===== src/rtl/instr_fetch.sv =====
// instr_fetch: fetch stage feeding the opcode decoder / control unit.
// Holds the PC, reads instruction words over a req/ack handshake, latches
// them and presents the split fields to decode with valid/ready. A HALT
// opcode (4'hF) stops fetching until reset.
// Optional feature macro: INSTR_FETCH_JUMP_EN. When it is defined, opcode
// 4'hE is an absolute jump that is consumed here and never presented.
module instr_fetch #(
  parameter int                    PC_WIDTH    = 8,
  parameter int                    INSTR_WIDTH = 16,
  parameter logic [PC_WIDTH-1:0]   RESET_PC    = '0
) (
  input  logic                   clk,
  input  logic                   rst,
  output logic                   imem_req,
  output logic [PC_WIDTH-1:0]    imem_addr,
  input  logic [INSTR_WIDTH-1:0] imem_rdata,
  input  logic                   imem_ack,
  output logic                   instr_valid,
  input  logic                   instr_ready,
  output logic [3:0]             opcode,
  output logic [3:0]             rd,
  output logic [3:0]             rs1,
  output logic [3:0]             rs2,
  output logic [PC_WIDTH-1:0]    instr_pc,
  output logic                   halted
);

  localparam logic [3:0] OP_HALT = 4'hF;
`ifdef INSTR_FETCH_JUMP_EN
  localparam logic [3:0] OP_JUMP = 4'hE;
`endif

  typedef enum logic [1:0] {
    S_RESET,
    S_FETCH,
    S_ISSUE,
    S_HALT
  } state_t;

  state_t                 state;
  logic [PC_WIDTH-1:0]    pc;
  logic [INSTR_WIDTH-1:0] ir;

  // Address is the PC itself; it only moves on an accepted fetch, so it is
  // stable for the whole time a request is outstanding.
  assign imem_addr = pc;

  assign opcode = ir[15:12];
  assign rd     = ir[11:8];
  assign rs1    = ir[7:4];
  assign rs2    = ir[3:0];

  // Fetch/issue sequencer; all handshake outputs are registered with the state.
  always_ff @(posedge clk) begin
    if (rst) begin
      state       <= S_RESET;
      pc          <= RESET_PC;
      ir          <= '0;
      instr_pc    <= '0;
      imem_req    <= 1'b0;
      instr_valid <= 1'b0;
      halted      <= 1'b0;
    end else begin
      case (state)
        S_RESET: begin
          state    <= S_FETCH;
          imem_req <= 1'b1;
        end

        S_FETCH: begin
          // Without an ack, req and pc simply hold.
          if (imem_ack) begin
            ir       <= imem_rdata;
            instr_pc <= pc;
            imem_req <= 1'b0;
            state    <= S_ISSUE;
`ifdef INSTR_FETCH_JUMP_EN
            // A jump is swallowed: redirect the PC and spend one idle
            // cycle in ISSUE with valid low.
            if (imem_rdata[15:12] == OP_JUMP) begin
              pc          <= PC_WIDTH'(imem_rdata[7:0]);
              instr_valid <= 1'b0;
            end else begin
              pc          <= pc + PC_WIDTH'(1);
              instr_valid <= 1'b1;
            end
`else
            pc          <= pc + PC_WIDTH'(1);
            instr_valid <= 1'b1;
`endif
          end
        end

        S_ISSUE: begin
          if (instr_valid && instr_ready) begin
            instr_valid <= 1'b0;
            // HALT is still handed to decode; fetching stops afterwards.
            if (ir[15:12] == OP_HALT) begin
              state  <= S_HALT;
              halted <= 1'b1;
            end else begin
              state    <= S_FETCH;
              imem_req <= 1'b1;
            end
          end
`ifdef INSTR_FETCH_JUMP_EN
          else if (!instr_valid) begin
            state    <= S_FETCH;
            imem_req <= 1'b1;
          end
`endif
        end

        S_HALT: begin
          state <= S_HALT;
        end

        default: begin
          state <= S_RESET;
        end
      endcase
    end
  end

endmodule


===== config.mk =====
export PLATFORM = sky130hd
export DESIGN_NAME = instr_fetch
export DESIGN_NICKNAME = d
export VERILOG_FILES = /design/src/rtl/instr_fetch.sv
export SDC_FILE = /design/constraint.sdc
export NUM_CORES = 1
export LEC_CHECK = 0
export ABC_AREA = 1
export BUFFER_PORTS_ARGS = -buffer_cell sky130_fd_sc_hd__clkbuf_2
export CORE_MARGIN = 4
export CORE_UTILIZATION = 40
export CTS_CLUSTER_DIAMETER = 40
export CTS_CLUSTER_SIZE = 12
export DETAILED_ROUTE_END_ITERATION = 6
export PLACE_DENSITY = 0.79
export SLEW_MARGIN = 20
export SYNTH_ARGS = -nofsm -noshare
export SYNTH_HDL_FRONTEND = slang
export SYNTH_SLANG_ARGS = --single-unit

===== constraint.sdc =====
create_clock -name clk -period 1.2 [get_ports clk]
set_clock_uncertainty 0.1 [all_clocks]
set_input_delay 0.12 -clock clk [delete_from_list [all_inputs] [get_ports clk]]
set_output_delay 0.12 -clock clk [all_outputs]
set_load 0.02 [all_outputs]

Yosys cells after proc, flatten, opt, wreduce, memory -nomap -nowiden. Index checks and enable logic that the tools add are counted.

Logic and storage cells: 35. Input port bits: 20. Register bits after elaboration: 37.

Add/subtract/negate cells: 1. Reduce and logical (&&, ||, !) cells: 9. Multiplexer cells: 11. Equality and inequality tests: 7.

Operators by type and width (count): adder 8 x 1 -> 8 bit (second input constant) (1); case mux 2 bit (4 select lines) (1); two-way mux 2 bit (3); inequality test 2 bit (second input constant) (3); AND reduction 3 bit (2); two-way mux 1 bit (5); == test 2 bit (second input constant) (2); == test 4 bit (second input constant) (1); AND reduction 2 bit (2); AND reduction 4 bit (1); case mux 1 bit (3 select lines) (1); nonzero test 3 bit (1); == test 2 x 1 -> 1 bit (second input constant) (1); zero test 2 bit (1); case mux 1 bit (2 select lines) (1); nonzero test 2 bit (1); logical AND 1 bit (1).

Longest topological paths before layout.
Word-level depth: 4. Gate-level depth with buffers: 7. Mapped depth without buffers: 7.

Worst setup path before layout. No wires, ideal clock.

Path type: reg-to-reg. From: reg pc[1] (netlist: imem_addr[1]). To: reg pc[4] (netlist: imem_addr[4]). Buffers on the path: 0. Path slack: -0.132 ns. Data arrival time: 1.119 ns. Cell stages (with the launch flop): 7. Period minus slack after synthesis: 1.332 ns. Cells stage by stage: dfxtp_1 > ha_1 > nand4_1 > nor2_1 > nand2_1 > nand2_1 > nor2_1.

Longest elaborated chain between the ends: 1.

Ends and longest elaborated chain: start, declared (line 41) `logic [PC_WIDTH-1:0] pc;`; start signal, assigned (line 88) `pc <= pc + PC_WIDTH'(1);`; adder 8 x 1 -> 8 bit (line 88).

No other way between the ends. A chain may end at the register's enable or synchronous reset.

Worst setup path in the final report.
From: reg state[1]. To: reg instr_pc[0].

Longest elaborated chain between the ends: 2.

Ends and longest elaborated chain: start, declared (line 40) `state_t state;`; start signal, assigned (line 56) `state <= S_RESET;`; start signal, assigned (line 66) `state <= S_FETCH;`; start signal, assigned (line 76) `state <= S_ISSUE;`; == test 2 x 1 -> 1 bit (line 64) `case (state)`; AND reduction 2 bit (no line); end signal, assigned (line 74) `instr_pc <= pc;`; end, declared (line 24) `output logic [PC_WIDTH-1:0] instr_pc,`.

No other way between the ends.

==> results.md <==
- The flow ran to the end, but the final reports show violations.
- The checks that failed: setup timing.
- The slowest stage of the critical path belongs to the cell dfxtp_2.
- The total buffers and inverters traversed by the critical path is 2.
- The number of global-route vias before repair was about 1300.
- After detailed routing, the number of remaining DRC violations is 0.
- The clock net in this run drives a total of 37 sinks.
- Sequential cells were found to cover 51.4% of the synthesized design area.
- Traced cell by cell, the critical path runs through inv_2 > nand3_4 > buf_12 > or2_1 > o211a_1.
- The worst endpoint required time is about 1.4 ns.
- Max-cap violations in this run came to 0.
- The worst-case IR drop observed on VDD is 0.702 mV.
- The startpoint identified for the worst register-to-register timing path is state[1].
- Dividing the detail-routed wire length by the instance count gives 11.6 um.
- The number of H-tree levels is 2.
- The share of the clock period used by the worst path after layout is 106%.
- By startpoint and endpoint, the worst setup path is classified as flip-flop to flip-flop.
- The number of port buffers is 54.
- The floorplan step defined a core boundary enclosing 3420 um2.
- Setup repair after global routing could not meet its margin everywhere.
- After layout, the worst setup slack is -0.0716 ns.
- The reg2reg setup slack is -0.07 ns.
- Clock-pin slew was measured on the worst setup and hold paths at between 0.1 and 0.15 ns.
- Ranked by total cell area, the synthesized netlist is headed by dfxtp_1 51%, nand2_1 16%, a21oi_1 10%.
- The initial antenna violation count was 0.
- The post-synthesis net count is 208.
- The top cell type by area accounts for 51.4% of the synthesized area.
- The first global-routing pass estimated 5600 um of wire.
- Measured along the y axis, the die boundary spans 68 um.
- The worst hold path belongs to the class input pin to flip-flop.
- Cells fill between 60% and 70% of the core in the end.
- Global routing finished with a remaining overflow of 0.
- The number of search-and-repair iterations in the first detailed-routing pass is 4.
- The cell count after synthesis is about 190.
- The startpoint identified for the worst hold timing path is rst.
- Setup violations remaining at the end of the flow were counted as 24.
- Along the worst path, the maximum fanout reaches 6.
- TritonCTS built the clock tree.
- The final layout contains ~290 nets.
- The clock passes through at most 2 buffers.
- The final max-slew violation count came to 0.
- Summed over all layers, the routed wires come to 3590 um.
- The die covers about 4600 um2.
- The cell area that synthesis handed to floorplanning was 1440 um2.
- The total CTS buffers is 5.
- STA classifies the critical path startpoint as a flip-flop.
- The longest individual stage delay on the worst path is 0.35 ns.
- The count of inserted antenna diode cells is 0.
- Overall power consumption after layout is estimated at 2370 uW.
- In this run the power density over the cells is 1130 nW/um2.
- The worst hold path terminates at ir[6].
- Routability-driven placement finished with a final weighted congestion of 0.764.
- The shortest period the worst path allows is 1.27 ns.
- The CTS root buffer is clkbuf_4.
- During synthesis, Yosys emitted a total of 0 warnings.
- The cell taking the most area after synthesis is dfxtp_1.
- The area growth from synthesis to layout is 45.5%.
- The worst register-to-register path ends at instr_pc[0].
- For this block, the initial DRC count from the detailed router was 31.
- In this run the horizontal extent of the chip is about 68 um.
- The pin slew with the least headroom to its limit is 0.316 ns.
- The initial standard-cell utilization of the core is 42.2%.
- The worst hold path passes through 3 cells.
- For the worst setup path, the data arrival time is 1.42 ns.
- The post-route antenna net violation count is 0.
- After floorplanning, the core was divided into 21 placement rows.
- The maximum operating frequency is 0.786 GHz.
- The worst setup path is captured at a flip-flop.
- The number of register bits inferred by synthesis is 37.
- The hold violation count in the final report came to 0.
- Entering global routing, the biggest net connects 31 pins.
- For the worst flop-to-flop path, the logic depth is 5.
- The clock reaches the later pin of the worst-skew pair after between 0.3 and 0.4 ns.
- The total global routing track utilization is approximately 16%.
- In this run the count of I/O pins placed on the die edge is 55.
- The number of distinct library cells after synthesis is 24.
- The total number of vias is 1419.
- Each instance of the synthesized netlist takes up on average 7.70 um2.
- The relative slew slack is 78.8%.
- In this run the static leakage power is between 0.0009 and 0.001 uW.
- The kind of cell adding the most delay to the critical path is flip-flops.
- The fraction of layout cells with a size suffix above 1 is 35.5%.
- In the routed layout, each cell is associated on average with a via count of between 4 and 5.
- The detailed placer's ending HPWL is 2230 um.
-- sequential cells by signal, indices dropped and copies added, names as in the netlist --
| register | count |
|---|---|
| state | 2 |
| imem_req | 1 |
| ir | 16 |
| imem_addr | 8 |
| instr_valid | 1 |
| instr_pc | 8 |
| halted | 1 |
-- metal layers --
layer  track usage, %  vias up  part of all wire (%)  wire length [um]
li1                 -      756                     -                 -
met1             19.0      612                    44              1600
met2             26.5       43                    47              1670
met3             6.08        8                   7.2               258
met4             6.70        0                   1.8                65
met5                0        -                     0                 0
-- what timing repair did --
item / 4_1_cts / 5_1_grt
resized for setup: 13 / 14
endpoints found under the setup margin: 35 / 36
pin swaps: 2 / 6
cloned: 0 / 1
hold buffers: 16 / 0
setup buffers: 0 / 3
hold endpoints to repair: 16 / 0
-- power breakdown --
part	total [uW]	switching [uW]	internal [uW]
registers	1320	40.4	1280
logic	411	236	175
clock network	635	412	223
total	2370	688	1680
-- how the worst max path moves through the flow --
stage	start	to	slack, ns	cells past startpoint
after floorplan	imem_addr[0]	imem_addr[4]	0.02	6
after global placement	imem_addr[1]	imem_addr[4]	-0.03	6
after detailed placement	state[0]	state[1]	-0.05	4
after CTS	state[1]	imem_addr[7]	-0.008	7
after global routing	state[1]	instr_pc[0]	-0.13	5
final	state[1]	instr_pc[0]	-0.07	5
-- per-stage QoR --
stage	std cells	hold WS (ns)	setup TNS (ns)	instance area (um2)	worst slack (ns)
after global routing	311	0.0202	-2.63	2100	-0.126
after floorplan	187	0.163	0	1460	0.0245
after CTS	307	0.00262	-0.00815	2000	-0.00815
final	311	0.0131	-0.508	2100	-0.0716
after detailed placement	283	0.260	-0.826	1760	-0.0520
after global placement	283	0.251	-0.0378	1760	-0.0348
-- worst register-to-register path: stages, from the launching register on --
cell and delay (ns):
dfxtp_2 0.35, inv_2 0.08, nand3_4 0.13, buf_12 0.18, or2_1 0.22, o211a_1 0.11
-- final cells by class --
class,instances,area (um2)
Timing Repair Buffer,77,518
Clock inverter,2,10.0
Multi-Input combinational cell,128,636
Sequential cell,37,759
Fill cell,323,1320
Timing Repair inverter,1,8.76
Inverter,14,65.1
Tap cell,46,57.6
Clock buffer,6,41.3
-- synthesized netlist by cell type (all sizes together) --
master  number
o211a        1
ha           1
inv         13
nor2        17
nand2       63
clkbuf       2
clkinv       1
nand4        3
o21ai        5
nor3         1
xnor2        1
buf          6
a21oi       31
dfxtp       37
or2          1
nand3        4
-- logic make-up (layout without fill, tap and decap cells) --
group                    count (synthesis)  in the layout  synth area share, %
AO/OA/AOI/OAI                           37             37                 13.5
flip-flops                              37             37                 51.4
AND/OR/NAND/NOR                         89             89                 25.9
adder cells (fa/ha/maj)                  1              1                0.869
buffers and inverters                   22            100                 7.73
XOR/XNOR                                 1              1                0.608
-- layout by cell type, fill, tap and decap left out, types with 2 or more instances in the layout --
master	Yosys	final
nor2_2	1	2
a21oi_2	1	6
dfxtp_4	0	3
dfxtp_2	0	6
dlygate4sd3_1	0	16
nand4_1	3	3
buf_4	0	5
nand2_1	63	63
clkinv_2	0	2
nor2_1	15	14
clkbuf_2	0	53
a21oi_1	30	25
nand3_2	0	2
inv_1	11	11
clkbuf_4	0	5
o21ai_1	3	3
buf_12	0	2
dfxtp_1	37	28
Note: power is estimated with default switching activity, not from simulation.
